## config.mk

```make
export PLATFORM = sky130hd
export DESIGN_NAME = time_setter
export DESIGN_NICKNAME = d
export VERILOG_FILES = /design/src/rtl/timer_pkg.sv /design/src/rtl/key_repeat.sv /design/src/rtl/time_setter.sv
export SDC_FILE = /design/constraint.sdc
export NUM_CORES = 1
export LEC_CHECK = 0
export CAP_MARGIN = 40
export CORE_MARGIN = 5
export CORE_UTILIZATION = 35
export DETAILED_ROUTE_END_ITERATION = 10
export SLEW_MARGIN = 20
export SYNTH_ARGS = -nofsm -noshare
export SYNTH_HDL_FRONTEND = slang
export SYNTH_SLANG_ARGS = --single-unit
```

## constraint.sdc

```tcl
create_clock -name clk -period 3.5 [get_ports clk]
set_input_delay 0.7 -clock clk [delete_from_list [all_inputs] [get_ports clk]]
set_output_delay 0.7 -clock clk [all_outputs]
set_load 0.01 [all_outputs]
```

## src/rtl/timer_pkg.sv

```systemverilog
// Shared types and constants for the time-setting front end.
package timer_pkg;

   typedef enum logic [2:0] {
      StIdle,
      StEditH,
      StEditM,
      StEditS,
      StCommit
   } state_e;

   localparam logic [5:0] HOURS_MAX   = 6'd23;
   localparam logic [5:0] MIN_SEC_MAX = 6'd59;

   // program_led codes, active-low: one lamp per field being edited
   localparam logic [2:0] LED_IDLE   = 3'b111;
   localparam logic [2:0] LED_EDIT_H = 3'b110;
   localparam logic [2:0] LED_EDIT_M = 3'b101;
   localparam logic [2:0] LED_EDIT_S = 3'b011;
   localparam logic [2:0] LED_COMMIT = 3'b111;

   // Increment with wrap; any out-of-range captured value also wraps to 0
   function automatic logic [5:0] inc_wrap(input logic [5:0] val, input logic [5:0] max);
      return (val >= max) ? 6'd0 : val + 6'd1;
   endfunction

   function automatic logic [2:0] led_code(input state_e st);
      logic [2:0] code;
      case (st)
         StEditH:  code = LED_EDIT_H;
         StEditM:  code = LED_EDIT_M;
         StEditS:  code = LED_EDIT_S;
         StCommit: code = LED_COMMIT;
         default:  code = LED_IDLE;
      endcase
      return code;
   endfunction

endpackage

```

## src/rtl/key_repeat.sv

```systemverilog
// Press detector for an active-low debounced key, with optional auto-repeat.
// press: one-cycle pulse the cycle after the key is first sampled low.
// rpt:   one-cycle pulse REPEAT_DELAY cycles after press, then every REPEAT_PERIOD while held.
module key_repeat #(
   parameter bit          REPEAT_EN     = 1'b1,
   parameter int unsigned REPEAT_DELAY  = 25_000_000,
   parameter int unsigned REPEAT_PERIOD = 5_000_000
) (
   input  logic clk,
   input  logic rst,
   input  logic key,
   output logic press,
   output logic rpt
);

   localparam int unsigned CW = $clog2(REPEAT_DELAY + REPEAT_PERIOD + 1);
   localparam logic [CW-1:0] DELAY_C = CW'(REPEAT_DELAY);
   localparam logic [CW-1:0] WRAP_C  = CW'(REPEAT_DELAY + REPEAT_PERIOD);

   logic          key_q;
   logic          press_q, press_d;
   logic          rpt_q, rpt_d;
   logic [CW-1:0] cnt_q, cnt_d;

   // Hold counter: cycles since the press edge; after the delay it cycles DELAY..WRAP-1
   always_comb begin
      press_d = key_q & ~key;
      cnt_d   = '0;
      rpt_d   = 1'b0;
      if (REPEAT_EN && !key && !key_q) begin
         cnt_d = cnt_q + CW'(1);
         if (cnt_d == WRAP_C) begin
            cnt_d = DELAY_C;
         end
         rpt_d = (cnt_d == DELAY_C);
      end
   end

   // Key sample and event registers; reset leaves the key released
   always_ff @(posedge clk) begin
      if (!rst) begin
         key_q   <= 1'b1;
         press_q <= 1'b0;
         rpt_q   <= 1'b0;
         cnt_q   <= '0;
      end else begin
         key_q   <= key;
         press_q <= press_d;
         rpt_q   <= rpt_d;
         cnt_q   <= cnt_d;
      end
   end

   assign press = press_q;
   assign rpt   = rpt_q;

endmodule

```

## src/rtl/time_setter.sv

```systemverilog
// Two-button time-setting controller: mode steps through fields, inc bumps the current one.
module time_setter
   import timer_pkg::*;
#(
   parameter int unsigned REPEAT_DELAY  = 25_000_000,
   parameter int unsigned REPEAT_PERIOD = 5_000_000,
   parameter int unsigned BLINK_PERIOD  = 12_500_000,
   parameter int unsigned TIMEOUT       = 500_000_000
) (
   input  logic       clk,
   input  logic       rst,
   input  logic       key_mode,
   input  logic       key_inc,
   input  logic [5:0] cur_hours,
   input  logic [5:0] cur_minutes,
   input  logic [5:0] cur_seconds,
   output logic [5:0] set_hours,
   output logic [5:0] set_minutes,
   output logic [5:0] set_seconds,
   output logic       load,
   output logic       editing,
   output logic       blink,
   output logic [2:0] program_led
);

   localparam int unsigned TW = $clog2(TIMEOUT + 1);
   localparam int unsigned BW = $clog2(BLINK_PERIOD + 1);
   localparam logic [TW-1:0] TMO_C   = TW'(TIMEOUT);
   localparam logic [BW-1:0] BLINK_C = BW'(BLINK_PERIOD);

   logic mode_press, mode_rpt, inc_press, inc_rpt;

   key_repeat #(
      .REPEAT_EN    (1'b0),
      .REPEAT_DELAY (REPEAT_DELAY),
      .REPEAT_PERIOD(REPEAT_PERIOD)
   ) u_key_mode (
      .clk  (clk),
      .rst  (rst),
      .key  (key_mode),
      .press(mode_press),
      .rpt  (mode_rpt)
   );

   key_repeat #(
      .REPEAT_EN    (1'b1),
      .REPEAT_DELAY (REPEAT_DELAY),
      .REPEAT_PERIOD(REPEAT_PERIOD)
   ) u_key_inc (
      .clk  (clk),
      .rst  (rst),
      .key  (key_inc),
      .press(inc_press),
      .rpt  (inc_rpt)
   );

   state_e        state_q, state_d;
   logic [5:0]    hours_q, hours_d, minutes_q, minutes_d, seconds_q, seconds_d;
   logic          load_q, load_d, editing_q, editing_d, blink_q, blink_d;
   logic [2:0]    led_q, led_d;
   logic [TW-1:0] tmo_q, tmo_d;
   logic [BW-1:0] blink_cnt_q, blink_cnt_d;
   logic          inc_ev, any_ev, in_edit, edit_next, timed_out;

   // Mode wins over a simultaneous inc
   assign inc_ev  = (inc_press | inc_rpt) & ~mode_press;
   assign any_ev  = mode_press | inc_press | inc_rpt | mode_rpt;
   assign in_edit = state_q inside {StEditH, StEditM, StEditS};

   // Next state, edited fields, idle timeout
   always_comb begin
      state_d   = state_q;
      hours_d   = hours_q;
      minutes_d = minutes_q;
      seconds_d = seconds_q;
      tmo_d     = '0;
      timed_out = 1'b0;
      if (in_edit && !any_ev) begin
         tmo_d     = tmo_q + TW'(1);
         timed_out = (tmo_d == TMO_C);
      end
      unique case (state_q)
         StIdle: begin
            if (mode_press) begin
               hours_d   = cur_hours;
               minutes_d = cur_minutes;
               seconds_d = cur_seconds;
               state_d   = StEditH;
            end
         end
         StEditH: begin
            if (mode_press)     state_d = StEditM;
            else if (inc_ev)    hours_d = inc_wrap(hours_q, HOURS_MAX);
            else if (timed_out) state_d = StIdle;
         end
         StEditM: begin
            if (mode_press)     state_d   = StEditS;
            else if (inc_ev)    minutes_d = inc_wrap(minutes_q, MIN_SEC_MAX);
            else if (timed_out) state_d   = StIdle;
         end
         StEditS: begin
            if (mode_press)     state_d   = StCommit;
            else if (inc_ev)    seconds_d = inc_wrap(seconds_q, MIN_SEC_MAX);
            else if (timed_out) state_d   = StIdle;
         end
         StCommit: state_d = StIdle;
         default:  state_d = StIdle;
      endcase
   end

   // Registered outputs derived from the next state; blink restarts on entry from idle
   always_comb begin
      edit_next   = state_d inside {StEditH, StEditM, StEditS};
      editing_d   = edit_next;
      load_d      = (state_d == StCommit);
      led_d       = led_code(state_d);
      blink_cnt_d = '0;
      blink_d     = 1'b0;
      if (edit_next && state_q != StIdle) begin
         blink_cnt_d = blink_cnt_q + BW'(1);
         blink_d     = blink_q;
         if (blink_cnt_d == BLINK_C) begin
            blink_cnt_d = '0;
            blink_d     = ~blink_q;
         end
      end
   end

   // State and output registers
   always_ff @(posedge clk) begin
      if (!rst) begin
         state_q     <= StIdle;
         hours_q     <= '0;
         minutes_q   <= '0;
         seconds_q   <= '0;
         load_q      <= 1'b0;
         editing_q   <= 1'b0;
         blink_q     <= 1'b0;
         led_q       <= LED_IDLE;
         tmo_q       <= '0;
         blink_cnt_q <= '0;
      end else begin
         state_q     <= state_d;
         hours_q     <= hours_d;
         minutes_q   <= minutes_d;
         seconds_q   <= seconds_d;
         load_q      <= load_d;
         editing_q   <= editing_d;
         blink_q     <= blink_d;
         led_q       <= led_d;
         tmo_q       <= tmo_d;
         blink_cnt_q <= blink_cnt_d;
      end
   end

   assign set_hours   = hours_q;
   assign set_minutes = minutes_q;
   assign set_seconds = seconds_q;
   assign load        = load_q;
   assign editing     = editing_q;
   assign blink       = blink_q;
   assign program_led = led_q;

endmodule

```

## Word-level counts from Yosys, hierarchy flattened

Index checks and enable logic that the tools add are counted.

| storage, ports and cells | value |
|---|---|
| latch bits | 0 |
| RAM bits | 0 |
| output and inout port bits | 24 |
| bits of input ports | 22 |
| word-level logic and storage cells | 101 |
| memories | 0 |
| ROM bits | 0 |
| flip-flop bits (word level) | 110 |

| cells by class | value |
|---|---|
| add/subtract/negate cells | 6 |
| shift-type cells | 0 |
| bitwise operators | 12 |
| multipliers | 0 |
| equality and inequality tests | 18 |
| mux-type cells | 26 |
| magnitude comparators | 3 |
| divide/modulo/power cells | 0 |
| reductions and logical operators | 20 |

Operators with widths:

| operator | count |
|---|---|
| $mux 6 | 12 |
| $eq 25x25->1 const B | 2 |
| $mux 25 | 2 |
| $pmux 6 s2 | 3 |
| $add 29x1->29 const B | 1 |
| $eq 29x29->1 const B | 1 |
| $add 25x1->25 const B | 1 |
| $add 24x1->24 const B | 1 |
| $eq 24x24->1 const B | 1 |
| $add 6x1->6 const B | 3 |
| $mux 3 | 6 |
| $eq 3x2->1 const B | 4 |
| $ge 6x6->1 const B | 2 |
| $ne 2x2->1 const B | 6 |
| $pmux 3 s4 | 1 |
| $reduce_and 4->1 | 3 |
| $pmux 3 s3 | 1 |
| $reduce_bool 3->1 | 3 |
| $eq 3x1->1 const B | 2 |
| $ge 6x5->1 const B | 1 |
| $not 1->1 | 6 |
| $reduce_and 2->1 | 3 |
| $reduce_bool 2->1 | 3 |
| $and 1x1->1 | 3 |
| 8 further kinds | 14 |

## Logic depth before layout (Yosys ltp)

| logic depth | value |
|---|---|
| word-level depth | 14 |
| mapped depth | 10 |

## Cells and area by module

Synthesis repeated with hierarchy kept, for this count alone.

| second synthesis, totals | value |
|---|---|
| cells, all modules | 764 |
| area total of the unflattened synthesis | 6442.4 um^2 |

Modules (own cells, without submodules):

| module | times used | cells an instance | area an instance (um^2) | seq. area each (um^2) |
|---|---|---|---|---|
| time_setter | 1 | 550 | 4603.2 | 1601.5 |
| key_repeat (u_key_inc) | 1 | 208 | 1773.0 | 560.5 |
| key_repeat (u_key_mode) | 1 | 6 | 66.3 | 40.0 |

## Worst setup path before layout

Ideal clock, no wire load.

| timing | value |
|---|---|
| path type | register to register |
| from | register tmo_q[0] |
| to | register blink_cnt_q[23] |
| path slack | 916 ps |
| data arrival time | 2469 ps |
| path buffers | 1 |
| data required time | 3385 ps |
| cell stages (with the launch flop) | 11 |
| setup time | 115 ps |
| cell sequence | dfxtp_1 ha_1 nand2_1 nor3_1 nor4bb_1 o22ai_1 or4_4 nor4_4 nand3b_4 buf_12 nor2_2 |

| on the way | value |
|---|---|
| word-level cells in the longest chain between the ends | 12 |
| elaborated cells between the ends (all ways) | 16 |
| those cells by class | add/sub: 1; eq/ne: 4; mux: 7; bitwise: 1; reduce/logical: 3 |

RTL lines:

| item | RTL line | source |
|---|---|---|
| from (decl) | time_setter.sv:61 | `logic [TW-1:0] tmo_q, tmo_d;` |
| from (signal assigned) | time_setter.sv:151 | `tmo_q <= tmo_d;` |
| $add 29x1->29 * | time_setter.sv:79 | `tmo_d = tmo_q + TW'(1);` |
| $eq 29x29->1 * | time_setter.sv:80 | `timed_out = (tmo_d == TMO_C);` |
| $mux 1 * | time_setter.sv:78 | `if (in_edit && !any_ev) begin` |
| $mux 3 * | time_setter.sv:94, time_setter.sv:99, time_setter.sv:104 |  |
| $mux 3 * | time_setter.sv:98 | `else if (inc_ev) minutes_d = inc_wrap(minutes_q, MIN_SEC_MAX);` |
| $mux 3 (on tied branches) | time_setter.sv:102, time_setter.sv:92, time_setter.sv:97 |  |
| $pmux 3 s4 * | time_setter.sv:82 | `unique case (state_q)` |
| $eq 3x1->1 / $eq 3x2->1 (equally long branches) | time_setter.sv:113 | `edit_next = state_d inside {StEditH, StEditM, StEditS};` |
| $reduce_bool 3->1 * | time_setter.sv:113 |  |
| $logic_and 1x1->1 * | time_setter.sv:119 | `if (edit_next && state_q != StIdle) begin` |
| $not 1->1 (no source line) * | n/a |  |
| $reduce_or 3->1 (no source line) * | n/a |  |
| to (signal assigned) | time_setter.sv:152 | `blink_cnt_q <= blink_cnt_d;` |
| to (decl) | time_setter.sv:62 | `logic [BW-1:0] blink_cnt_q, blink_cnt_d;` |

Mark *: on every way between the ends. The rest lies on a longest branch, timed or not.
A chain may end at the register's enable or synchronous reset.

## Final worst setup path

| timing | value |
|---|---|
| from | register tmo_q[0] |
| to | register blink_cnt_q[8] |

The elaborated chain is that of the path after synthesis.

==> results.json <==
{
  "finalNonFillerCells": 940,
  "via_per_inst": 5.168,
  "cts_resized": 0,
  "dpl.cell_count": 924,
  "ys_warn_count": 0,
  "drt_iter0_drc": 401,
  "gp_congestion": 0.8204,
  "clk_latency_ns": 0.36,
  "cts_tree": "built",
  "h-tree-depth": 3,
  "layout_worst_path_cycle_share_pct": 85.74,
  "synth_cell_types": 66,
  "route.detailed.drc": 0,
  "grt_pass1_vias": 4650,
  "placed_area_um2": 6380,
  "power_leakage_nw": 2.150,
  "worst_r2r_endpoint": "blink_cnt_q[8]$_SDFF_PP0_",
  "die_h_um": 138.1,
  "drt-pass1-iter-count": 5,
  "finalSetupTns_ns": 0,
  "clkSinkCount": 110,
  "finalHoldViolations": 0,
  "cp.required_ns": 3.74,
  "worst_slew_pin_slew_ns": 0.7109,
  "synth_top_flop_cell": "dfxtp_1",
  "fillers": 1675,
  "cts-root-buf": "clkbuf_16",
  "synth.avg_cell_area_um2": 8.398,
  "path_clk_slew_ns": 0.07,
  "finClkSkew_ns": 0.008083,
  "cp.arrival_ns": 3.24,
  "slowest_stage": "or4_4",
  "syn-instance-count": 684,
  "outcome": "completed",
  "worstSetupPathType": "flop to flop",
  "cts_hold_buf": 0,
  "postRouteAntennaNets": 0,
  "vias": 4858,
  "synth_nets": 713,
  "routed_wirelength_mm": 12.92,
  "hold_class": "flop to flop",
  "slew_headroom_pct": 52.43,
  "grt_remaining_overflow": 0,
  "utilization_pct": 41.64,
  "finalCriticalPeriod_ns": 3.001,
  "reg2reg_slack_ns": 0.50,
  "maxCapViolCount": 0,
  "io_pins": 46,
  "grt_pass1_wl_mm": 21.90,
  "numCtsBuffers": 9,
  "worst_r2r_path_depth": 9,
  "antenna_found_initial": 0,
  "endpoint_kind": "flop",
  "worstPathCellList": "ha_1 > nand2_1 > nor2_4 > nand4_1 > xor2_1 > or4_4 > nor4_4 > nand2b_1 > nor2_1",
  "track_usage_pct": 13.44,
  "setup.worst_path.end": "blink_cnt_q[8]$_SDFF_PP0_",
  "fmax_ghz": 0.3332,
  "fp-row-count": 46,
  "wl_per_cell_um": 13.74,
  "detailed_place_hpwl_mm": 9.404,
  "die_w_um": 138.1,
  "ys_seq_elements": 110,
  "synthArstFlopShare_pct": 0,
  "drive_above_1_share_pct": 6.906,
  "coreArea_um2": 16000,
  "grt_max_degree": 20,
  "synth_area_um2": 5744,
  "final_cell_mix": "nor2_1 (116), dfxtp_1 (110), nand2_1 (50)",
  "start_util_pct": 35.90,
  "area_growth_syn_to_layout_pct": 15.99,
  "startpoint": "tmo_q[0]$_SDFF_PN0_",
  "design_area_um2": 6663,
  "multi_input_area_um2": 3332,
  "dieArea_um2": 19070,
  "power_density_nw_per_um2": 367.3,
  "seqCellArea_um2": 2202,
  "ys_seq_area_share_pct": 38.34,
  "rsz0062_at_grt": "false",
  "antenna_cells": 0,
  "postCtsSetupBuffers": 0,
  "io_buffers": 45,
  "cp_max_fo": 11,
  "setup_viol": 0,
  "final_nets": 748,
  "synth_enable_flop_cells": 0,
  "cts_buffer_depth": 2,
  "ir_drop_uv": 233.1,
  "drv_slew": 0,
  "startpoint_type": "flop",
  "slowest_delay_ns": 0.55,
  "r2r_start": "tmo_q[0]$_SDFF_PN0_",
  "final_common_cell": "nor2_1"
}
==> sequential cells by signal (all words and copies together) (netlist names) <==
name	count
program_led	3
set_minutes	6
blink_cnt_q	24
u_key_mode.key_q	1
load	1
u_key_inc.key_q	1
set_seconds	6
blink	1
u_key_inc.cnt_q	25
set_hours	6
u_key_inc.press	1
u_key_mode.press	1
tmo_q	29
state_q	3
editing	1
u_key_inc.rpt	1
==> Yosys cell counts, types with 3 or more instances <==
cell type,count,share of area (%)
a211oi_1,11,1.4
a21oi_1,14,1.2
a22oi_1,14,1.8
a31oi_1,6,0.65
a32o_1,4,0.70
and2_1,3,0.33
and3_1,18,2.0
and4_1,4,0.61
buf_1,4,0.26
buf_2,7,0.61
clkbuf_1,14,0.91
dfxtp_1,110,38
ha_1,7,1.5
inv_1,20,1.3
mux2i_1,5,0.87
nand2_1,50,3.3
nand2b_1,12,1.3
nand3_1,45,3.9
nand3b_1,3,0.39
nand4_1,22,2.4
nor2_1,116,7.6
nor2_2,11,1.2
nor2b_1,3,0.33
nor3_1,14,1.2
nor4_1,10,1.1
nor4_4,3,1.1
nor4bb_1,3,0.52
o2111a_1,3,0.59
o21ai_0,11,0.96
o22ai_1,3,0.33
o31ai_1,7,0.91
or3_1,6,0.65
xnor2_1,39,5.9
xor2_1,42,6.4
==> stage by stage <==
step | hold slack [ns] | setup slack [ns] | power (mW)
after floorplan | 0.3936 | 0.9159 | 1.411
after global placement | 0.3987 | 0.5894 | 1.485
after detailed placement | 0.4021 | 0.4573 | 1.488
after CTS | 0.4142 | 0.4623 | 2.489
after global routing | 0.4271 | 0.1955 | 2.557
final | 0.4094 | 0.4990 | 2.447
==> power breakdown <==
part	internal, mW	switching [mW]	leakage [nW]
Combinational	0.0838	0.0765	1.12
Clock	0.511	0.479	0.141
Sequential	1.27	0.0256	0.890
Total	1.87	0.581	2.15
==> per-layer routing <==
| metal | share of wire, % | global-route usage, % | vias up | routed length (um) |
|---|---|---|---|---|
| li1 | - | - | 2484 | - |
| met1 | 47 | 17.25 | 2276 | 6047 |
| met2 | 48 | 22.23 | 85 | 6208 |
| met3 | 3.9 | 3.690 | 13 | 508 |
| met4 | 1.2 | 3.796 | 0 | 153 |
| met5 | 0 | 0 | - | 0 |
==> logic make-up (layout without fill, tap and decap cells) <==
kind of cell / Yosys count / after routing / synth area share [%]
simple gates: 342 / 342 / 31.61
flops: 110 / 110 / 38.34
compound gates: 91 / 91 / 11.65
xor+xnor: 81 / 81 / 12.35
buf+inv: 48 / 88 / 3.659
fa+ha+maj: 7 / 7 / 1.525
mux: 5 / 5 / 0.8713
==> final cells by class <==
| type | instances | area share (%) |
|---|---|---|
| inverter | 20 | 1.127 |
| clock buffer | 11 | 3.643 |
| timing repair buffer | 52 | 7.512 |
| clock inverter | 5 | 0.6009 |
| tap | 216 | 4.056 |
| sequential | 110 | 33.05 |
| multi-input combinational | 526 | 50.01 |
==> critical path: cells and delay by family, from the launching register on <==
kind,cells,cell delay (ns)
and+or+nand+nor,7,2.00
DFF,1,0.40
adders and majority gates,1,0.27
xor gates and xnor gates,1,0.19
==> worst min path at each step <==
stage	from	endpoint	slack, ns	depth (start not counted)
2_1_floorplan	u_key_mode.key_q$_SDFF_PN1_	u_key_mode.press$_SDFF_PN0_	0.39	2
3_3_place_gp	u_key_mode.key_q$_SDFF_PN1_	u_key_mode.press$_SDFF_PN0_	0.40	2
3_5_place_dp	u_key_mode.key_q$_SDFF_PN1_	u_key_mode.press$_SDFF_PN0_	0.40	2
4_1_cts	u_key_mode.key_q$_SDFF_PN1_	u_key_mode.press$_SDFF_PN0_	0.41	2
5_1_grt	u_key_mode.key_q$_SDFF_PN1_	u_key_mode.press$_SDFF_PN0_	0.43	2
6_report	u_key_mode.key_q$_SDFF_PN1_	u_key_mode.press$_SDFF_PN0_	0.41	2
Note: power is estimated with default switching activity, not from simulation.
